$ cat config.mk
export PLATFORM = sky130hd
export DESIGN_NAME = instr_fetch_unit_flat
export DESIGN_NICKNAME = d
export VERILOG_FILES = /design/src/rtl/instr_fetch_unit_if.sv /design/src/rtl/instr_fetch_unit.sv /design/src/flat_wrapper.sv
export SDC_FILE = /design/constraint.sdc
export NUM_CORES = 1
export LEC_CHECK = 0
export ABC_AREA = 1
export CAP_MARGIN = 25
export CORE_MARGIN = 5
export CORE_UTILIZATION = 32
export CTS_CLUSTER_DIAMETER = 30
export DETAILED_ROUTE_END_ITERATION = 16
export PLACE_DENSITY = 0.56
export SLEW_MARGIN = 20
export SYNTH_ARGS = -nofsm -noshare
export SYNTH_HDL_FRONTEND = slang
export SYNTH_SLANG_ARGS = --single-unit
$ cat constraint.sdc
create_clock -name clk -period 7.01 [get_ports clk]
set_clock_uncertainty 0.05 [all_clocks]
set_input_delay 2.103 -clock clk [delete_from_list [all_inputs] [get_ports clk]]
set_output_delay 2.103 -clock clk [all_outputs]
set_load 0.1 [all_outputs]
$ cat src/rtl/instr_fetch_unit_if.sv
// instr_fetch_unit_if: bus bundle around the fetch stage.
// Ports (master = fetch unit, slave = memory/decoder/branch side):
//   imem_req_valid/ready/addr  instruction memory request channel
//   imem_rsp_valid/data        in-order instruction memory responses
//   redirect_valid/pc          branch/jump redirect pulse and target
//   instr_valid/ready          decoder handshake on the FIFO head
//   instruction/instr_pc       FIFO head word and its PC
interface instr_fetch_unit_if #(parameter int XLEN = 32);
  logic            imem_req_valid, imem_req_ready;
  logic [XLEN-1:0] imem_req_addr;
  logic            imem_rsp_valid;
  logic [XLEN-1:0] imem_rsp_data;
  logic            redirect_valid;
  logic [XLEN-1:0] redirect_pc;
  logic            instr_valid, instr_ready;
  logic [XLEN-1:0] instruction, instr_pc;
  modport master(
    output imem_req_valid, imem_req_addr, instr_valid, instruction, instr_pc,
    input  imem_req_ready, imem_rsp_valid, imem_rsp_data, redirect_valid, redirect_pc, instr_ready
  );
  modport slave(
    input  imem_req_valid, imem_req_addr, instr_valid, instruction, instr_pc,
    output imem_req_ready, imem_rsp_valid, imem_rsp_data, redirect_valid, redirect_pc, instr_ready
  );
endinterface

$ cat src/rtl/instr_fetch_unit.sv
// instr_fetch_unit: fetch stage issuing in-order imem requests and buffering PC-tagged instructions.
// Ports: clk, reset (async, active-high), bus (instr_fetch_unit_if.master: imem request/response,
//   redirect input, decoder valid/ready with instruction and instr_pc).
module instr_fetch_unit #(
  parameter int              XLEN     = 32,
  parameter logic [XLEN-1:0] RESET_PC = '0,
  parameter int              DEPTH    = 2
) (
  input logic clk,
  input logic reset,
  instr_fetch_unit_if.master bus
);
  localparam int AW = $clog2(DEPTH);
  localparam int CW = AW + 1;
  typedef enum logic [1:0] {IDLE, FETCH, FLUSH} state_t;
  state_t          state;
  logic [XLEN-1:0] fetch_pc, rsp_pc, tgt;
  logic [XLEN-1:0] mem_d [DEPTH];
  logic [XLEN-1:0] mem_pc [DEPTH];
  logic [AW-1:0]   rp, wp;
  logic [CW-1:0]   cnt, out, drop_cnt, out_nxt;
  logic            valid, req, acc, push, pop, full, ovf;
  always_comb begin
    tgt = bus.redirect_pc & ~XLEN'(3);
    full = cnt == CW'(DEPTH);
    valid = cnt != '0;
    pop = valid && bus.instr_ready;
    // outstanding requests and buffered entries share one pool of DEPTH credits
    req = state == FETCH && !bus.redirect_valid && int'(out) + int'(cnt) < DEPTH;
    acc = req && bus.imem_req_ready;
    // responses in the redirect cycle or during FLUSH belong to the old path
    ovf = state == FETCH && bus.imem_rsp_valid && !bus.redirect_valid && full && !pop;
    push = state == FETCH && bus.imem_rsp_valid && !bus.redirect_valid && !ovf;
    out_nxt = out + CW'(acc) - CW'(bus.imem_rsp_valid);
    bus.imem_req_valid = req;
    bus.imem_req_addr = fetch_pc;
    bus.instr_valid = valid;
    bus.instruction = valid ? mem_d[rp] : '0;
    bus.instr_pc = valid ? mem_pc[rp] : '0;
  end
  always_ff @(posedge clk) begin
    if (push) begin
      mem_d[wp] <= bus.imem_rsp_data;
      mem_pc[wp] <= rsp_pc;
    end
  end
  always_ff @(posedge clk or posedge reset) begin
    if (reset) begin
      state <= IDLE;
      fetch_pc <= RESET_PC;
      rsp_pc <= RESET_PC;
      rp <= '0;
      wp <= '0;
      cnt <= '0;
      out <= '0;
      drop_cnt <= '0;
    end else begin
      out <= out_nxt;
      if (acc) fetch_pc <= fetch_pc + XLEN'(4);
      if (push) begin
        wp <= wp + 1'b1;
        rsp_pc <= rsp_pc + XLEN'(4);
      end
      if (bus.redirect_valid) begin
        fetch_pc <= tgt;
        rsp_pc <= tgt;
        rp <= '0;
        wp <= '0;
        cnt <= '0;
      end else begin
        if (pop) rp <= rp + 1'b1;
        cnt <= cnt + CW'(push) - CW'(pop);
      end
      case (state)
        IDLE: state <= FETCH;
        FETCH: if (bus.redirect_valid && out_nxt != '0) begin
          state <= FLUSH;
          drop_cnt <= out_nxt;
        end
        FLUSH: if (bus.imem_rsp_valid) begin
          drop_cnt <= drop_cnt - 1'b1;
          if (drop_cnt == CW'(1)) state <= FETCH;
        end
        default: state <= IDLE;
      endcase
    end
  end
  assert property (@(posedge clk) disable iff (reset) !ovf);
endmodule

$ cat src/flat_wrapper.sv
// flat-port wrapper written by rule: the top's interface ports become plain ports
module instr_fetch_unit_flat 
#(
  parameter int              XLEN     = 32,
  parameter logic [XLEN-1:0] RESET_PC = '0,
  parameter int              DEPTH    = 2
)
  (clk, reset, bus_imem_req_valid, bus_imem_req_addr, bus_instr_valid, bus_instruction, bus_instr_pc, bus_imem_req_ready, bus_imem_rsp_valid, bus_imem_rsp_data, bus_redirect_valid, bus_redirect_pc, bus_instr_ready);
  instr_fetch_unit_if #(.XLEN(XLEN)) bus_i ();
  input logic clk;
  input logic reset;
  output wire logic [$bits(bus_i.imem_req_valid)-1:0] bus_imem_req_valid;
  output wire logic [$bits(bus_i.imem_req_addr)-1:0] bus_imem_req_addr;
  output wire logic [$bits(bus_i.instr_valid)-1:0] bus_instr_valid;
  output wire logic [$bits(bus_i.instruction)-1:0] bus_instruction;
  output wire logic [$bits(bus_i.instr_pc)-1:0] bus_instr_pc;
  input wire logic [$bits(bus_i.imem_req_ready)-1:0] bus_imem_req_ready;
  input wire logic [$bits(bus_i.imem_rsp_valid)-1:0] bus_imem_rsp_valid;
  input wire logic [$bits(bus_i.imem_rsp_data)-1:0] bus_imem_rsp_data;
  input wire logic [$bits(bus_i.redirect_valid)-1:0] bus_redirect_valid;
  input wire logic [$bits(bus_i.redirect_pc)-1:0] bus_redirect_pc;
  input wire logic [$bits(bus_i.instr_ready)-1:0] bus_instr_ready;
  assign bus_imem_req_valid = bus_i.imem_req_valid;
  assign bus_imem_req_addr = bus_i.imem_req_addr;
  assign bus_instr_valid = bus_i.instr_valid;
  assign bus_instruction = bus_i.instruction;
  assign bus_instr_pc = bus_i.instr_pc;
  assign bus_i.imem_req_ready = bus_imem_req_ready;
  assign bus_i.imem_rsp_valid = bus_imem_rsp_valid;
  assign bus_i.imem_rsp_data = bus_imem_rsp_data;
  assign bus_i.redirect_valid = bus_redirect_valid;
  assign bus_i.redirect_pc = bus_redirect_pc;
  assign bus_i.instr_ready = bus_instr_ready;
  instr_fetch_unit #(.XLEN(XLEN), .RESET_PC(RESET_PC), .DEPTH(DEPTH)) u_core (.clk(clk), .reset(reset), .bus(bus_i));
endmodule
==> results.yml <==
run_status:
  status: "complete, no violations"
setup_path:
  worst_setup_path_start_kind: "input port"
  crit_required_ns: 4.86
  worst-setup-path-type: "input port to output port"
  cp_max_fo: 18
  crit_path_end_kind: "output port"
  cp_data_arrival_time_ns: 3.55
timing:
  min_period_over_period_pct: 81.3
  final.hold.worst_slack_ns: 0.458
  setup_tns_ns: 0
  slew_viol_final: 0
  setup_viol: 0
  rsz0062_at_grt: "no"
  timing.final.hold_violations: 0
  final.min_clock_period_ns: 5.70
  achievable-frequency_mhz: 175
  worst_max_slew_pin_slew_ns: 1.06
  maxSlewHeadroom_pct: 29.3
floorplan:
  initial_core_util_pct: 32.4
  boundaryPins: 168
  die-area_um2: 33600
  std_cell_rows: 63
  die_width_um: 183
  die_h_um: 183
  placeableCoreArea_um2: 29600
power_and_ir_drop:
  max-vdd-ir-drop_v: 0.000176
  internal_power_w: 0.00241
  power.static_leakage_nw: 4.94
  powerDensity_nw_per_um2: 399
  sequential_share_of_power_pct: 31.9
  power_w: 0.00489
  clock_power_share_pct: 20.0
  power_switching_share_pct: 50.7
  combinational_fraction_of_design_power_pct: 48.1
  p_sw_w: 0.00248
clock_network:
  clk_pin_slew_worst_paths_ns: 0.08
  clk_path_buf_depth: 2
  cts_hold_buffers: 0
  cts_max_level: 4
  clock_tree_from_tritoncts: "done"
  post_cts_resize_count: 0
  cts-buffers-inserted: 17
  cts_root_buffer: "sky130_fd_sc_hd__clkbuf_16"
  clk_latency_ns: 0.43
  cts_num_sinks: 194
  postCtsSetupRepairBufs: 0
global_route:
  grt_pass1_wl_um: 40200
  antenna_found_initial: 0
  grt_remaining_overflow: 0
  number_of_global_route_vias_before_repair: 7244
  grtUsageTotal_pct: 15.1
  grt_start_max_net_pins: 65
final_layout:
  stdcell_count: 1621
  layout-drive-gt1-share_pct: 7.72
  antenna_cells_inserted: 0
  final_core_utilization_pct: 41.3
  final_layout_net_count: 1296
  area_growth_syn_to_layout_pct: 27.5
  layout.cells.most_common: "sky130_fd_sc_hd__nand2_1"
  most-common-layout-cells: "399 x sky130_fd_sc_hd__nand2_1, 160 x sky130_fd_sc_hd__clkdlybuf4s50_1, 124 x sky130_fd_sc_hd__edfxtp_1, 83 x sky130_fd_sc_hd__inv_1, 70 x sky130_fd_sc_hd__a21oi_1"
  n_fill_cell: 2911
synth:
  avgSynthCellArea_um2: 9.05
  synth_edf_count: 124
  synth-seq-area-share_pct: 57.0
  yosysUniqueCellTypes: 40
  syn-instance-count: 1061
  synth_warnings: 0
  synthArstFlopShare_pct: 36.1
  syn_area_um2: 9600
  postSynth.topFlopCell: "sky130_fd_sc_hd__edfxtp_1"
  synth.ff_latch_count: 194
routing:
  avgViaCountPerCell: 4.60
  num_vias: 7458
  drtPass1Iterations: 5
  wl_per_cell_um: 15.6
  drcViolationCount: 0
  route.antenna.remaining_nets: 0
  drt_first_iter_violations: 401
  wire_length_after_detailed_routing_um: 25200
worst_hold_path:
  min_path_type: "flop to flop"
placement:
  gp_congestion: 0.822
  cell_count_after_placement: 1589
  buffer_ports.inserted: 161
  dp_hpwl_um: 18100
job:
  max_cap_violations: 0
synthesized netlist by cell type, drive strengths merged, types with 3 or more instances:
cell    instances  area (um^2)
nand3          62          320
ha              7         87.6
dfrtp          70         1750
o211ai         15          113
nand2         408         1570
o21a           10         75.1
o21ai          23          123
edfxtp        124         3720
clkbuf         17         63.8
xnor2           7         61.3
nor2           93          522
a21oi          70          350
xor2           19          166
inv            90          340
a21boi          3         22.5
buf            20          133
nand4          10         77.6
power groups by stage:
stage	Combinational (W)	Clock, W	Sequential, W
global placement	0.00236	0	0.00158
detailed placement	0.00237	0	0.00158
global route	0.00250	0.00105	0.00159
CTS	0.00238	0.00100	0.00156
finish	0.00235	0.000977	0.00156
floorplan	0.00155	0	0.00180
critical path, cell delays in order:
cell and delay, ns:
sky130_fd_sc_hd__clkdlybuf4s50_1 0.46, sky130_fd_sc_hd__inv_4 0.24, sky130_fd_sc_hd__nand2_1 0.16, sky130_fd_sc_hd__nor3_1 0.33, sky130_fd_sc_hd__buf_12 0.23
metrics by stage:
| step | area [um^2] | setup WS (ns) |
|---|---|---|
| after floorplan | 9610 | 0.368 |
| after global placement | 11600 | 1.30 |
| after global routing | 12200 | 1.19 |
| after CTS | 12200 | 1.27 |
| after detailed placement | 11600 | 1.27 |
| final | 12200 | 1.31 |
layer usage:
| metal | wire length (um) | global-route usage, % |
|---|---|---|
| met5 | 0 | 0 |
| met4 | 145 | 2.35 |
| met3 | 1530 | 3.57 |
| met2 | 11400 | 23.3 |
| met1 | 12100 | 22.1 |
area by class of cell:
cell class | instances | area, um^2 | area share (%)
Sequential cell | 194 | 5480 | 44.7
Inverter | 90 | 340 | 2.78
Multi-Input combinational cell | 743 | 3620 | 29.6
Clock buffer | 17 | 425 | 3.48
Tap cell | 390 | 488 | 3.99
Timing Repair Buffer | 172 | 1720 | 14.0
Clock inverter | 15 | 170 | 1.39
registers in the layout (all words and copies together) (netlist names):
signal	cells
u_core.rp	1
u_core.mem_pc	60
u_core.drop_cnt	2
u_core.mem_d	64
u_core.rsp_pc	30
u_core.state	2
u_core.wp	1
u_core.cnt	2
u_core.out	2
u_core.bus.imem_req_addr	30
path summary, 6_finish.rpt:
kind                               startpoint                     endpoint  slack, ns  cells past startpoint
max                        bus_redirect_valid           bus_imem_req_valid       1.31                      5
min                           u_core.state[0]              u_core.state[0]       0.46                      1
max reg2reg                   u_core.state[1]          u_core.mem_d[0][14]       4.06                      7
min reg2reg                   u_core.state[0]              u_core.state[0]       0.46                      1
max in group asynchronous               reset            u_core.rsp_pc[24]       4.04                      4
min in group asynchronous               reset  u_core.bus.imem_req_addr[2]       1.93                      2
logic make-up (layout without fill, tap and decap cells):
kind of cell,after synthesis,count (layout),share of synthesized area [%]
buf+inv,127,294,5.59
other cells,1,4,0.0391
compound gates,125,125,7.44
flops,194,194,57.0
fa+ha+maj,8,8,1.12
xor+xnor,26,26,2.37
simple gates,580,580,26.4
(Power assumes the default switching activity.)
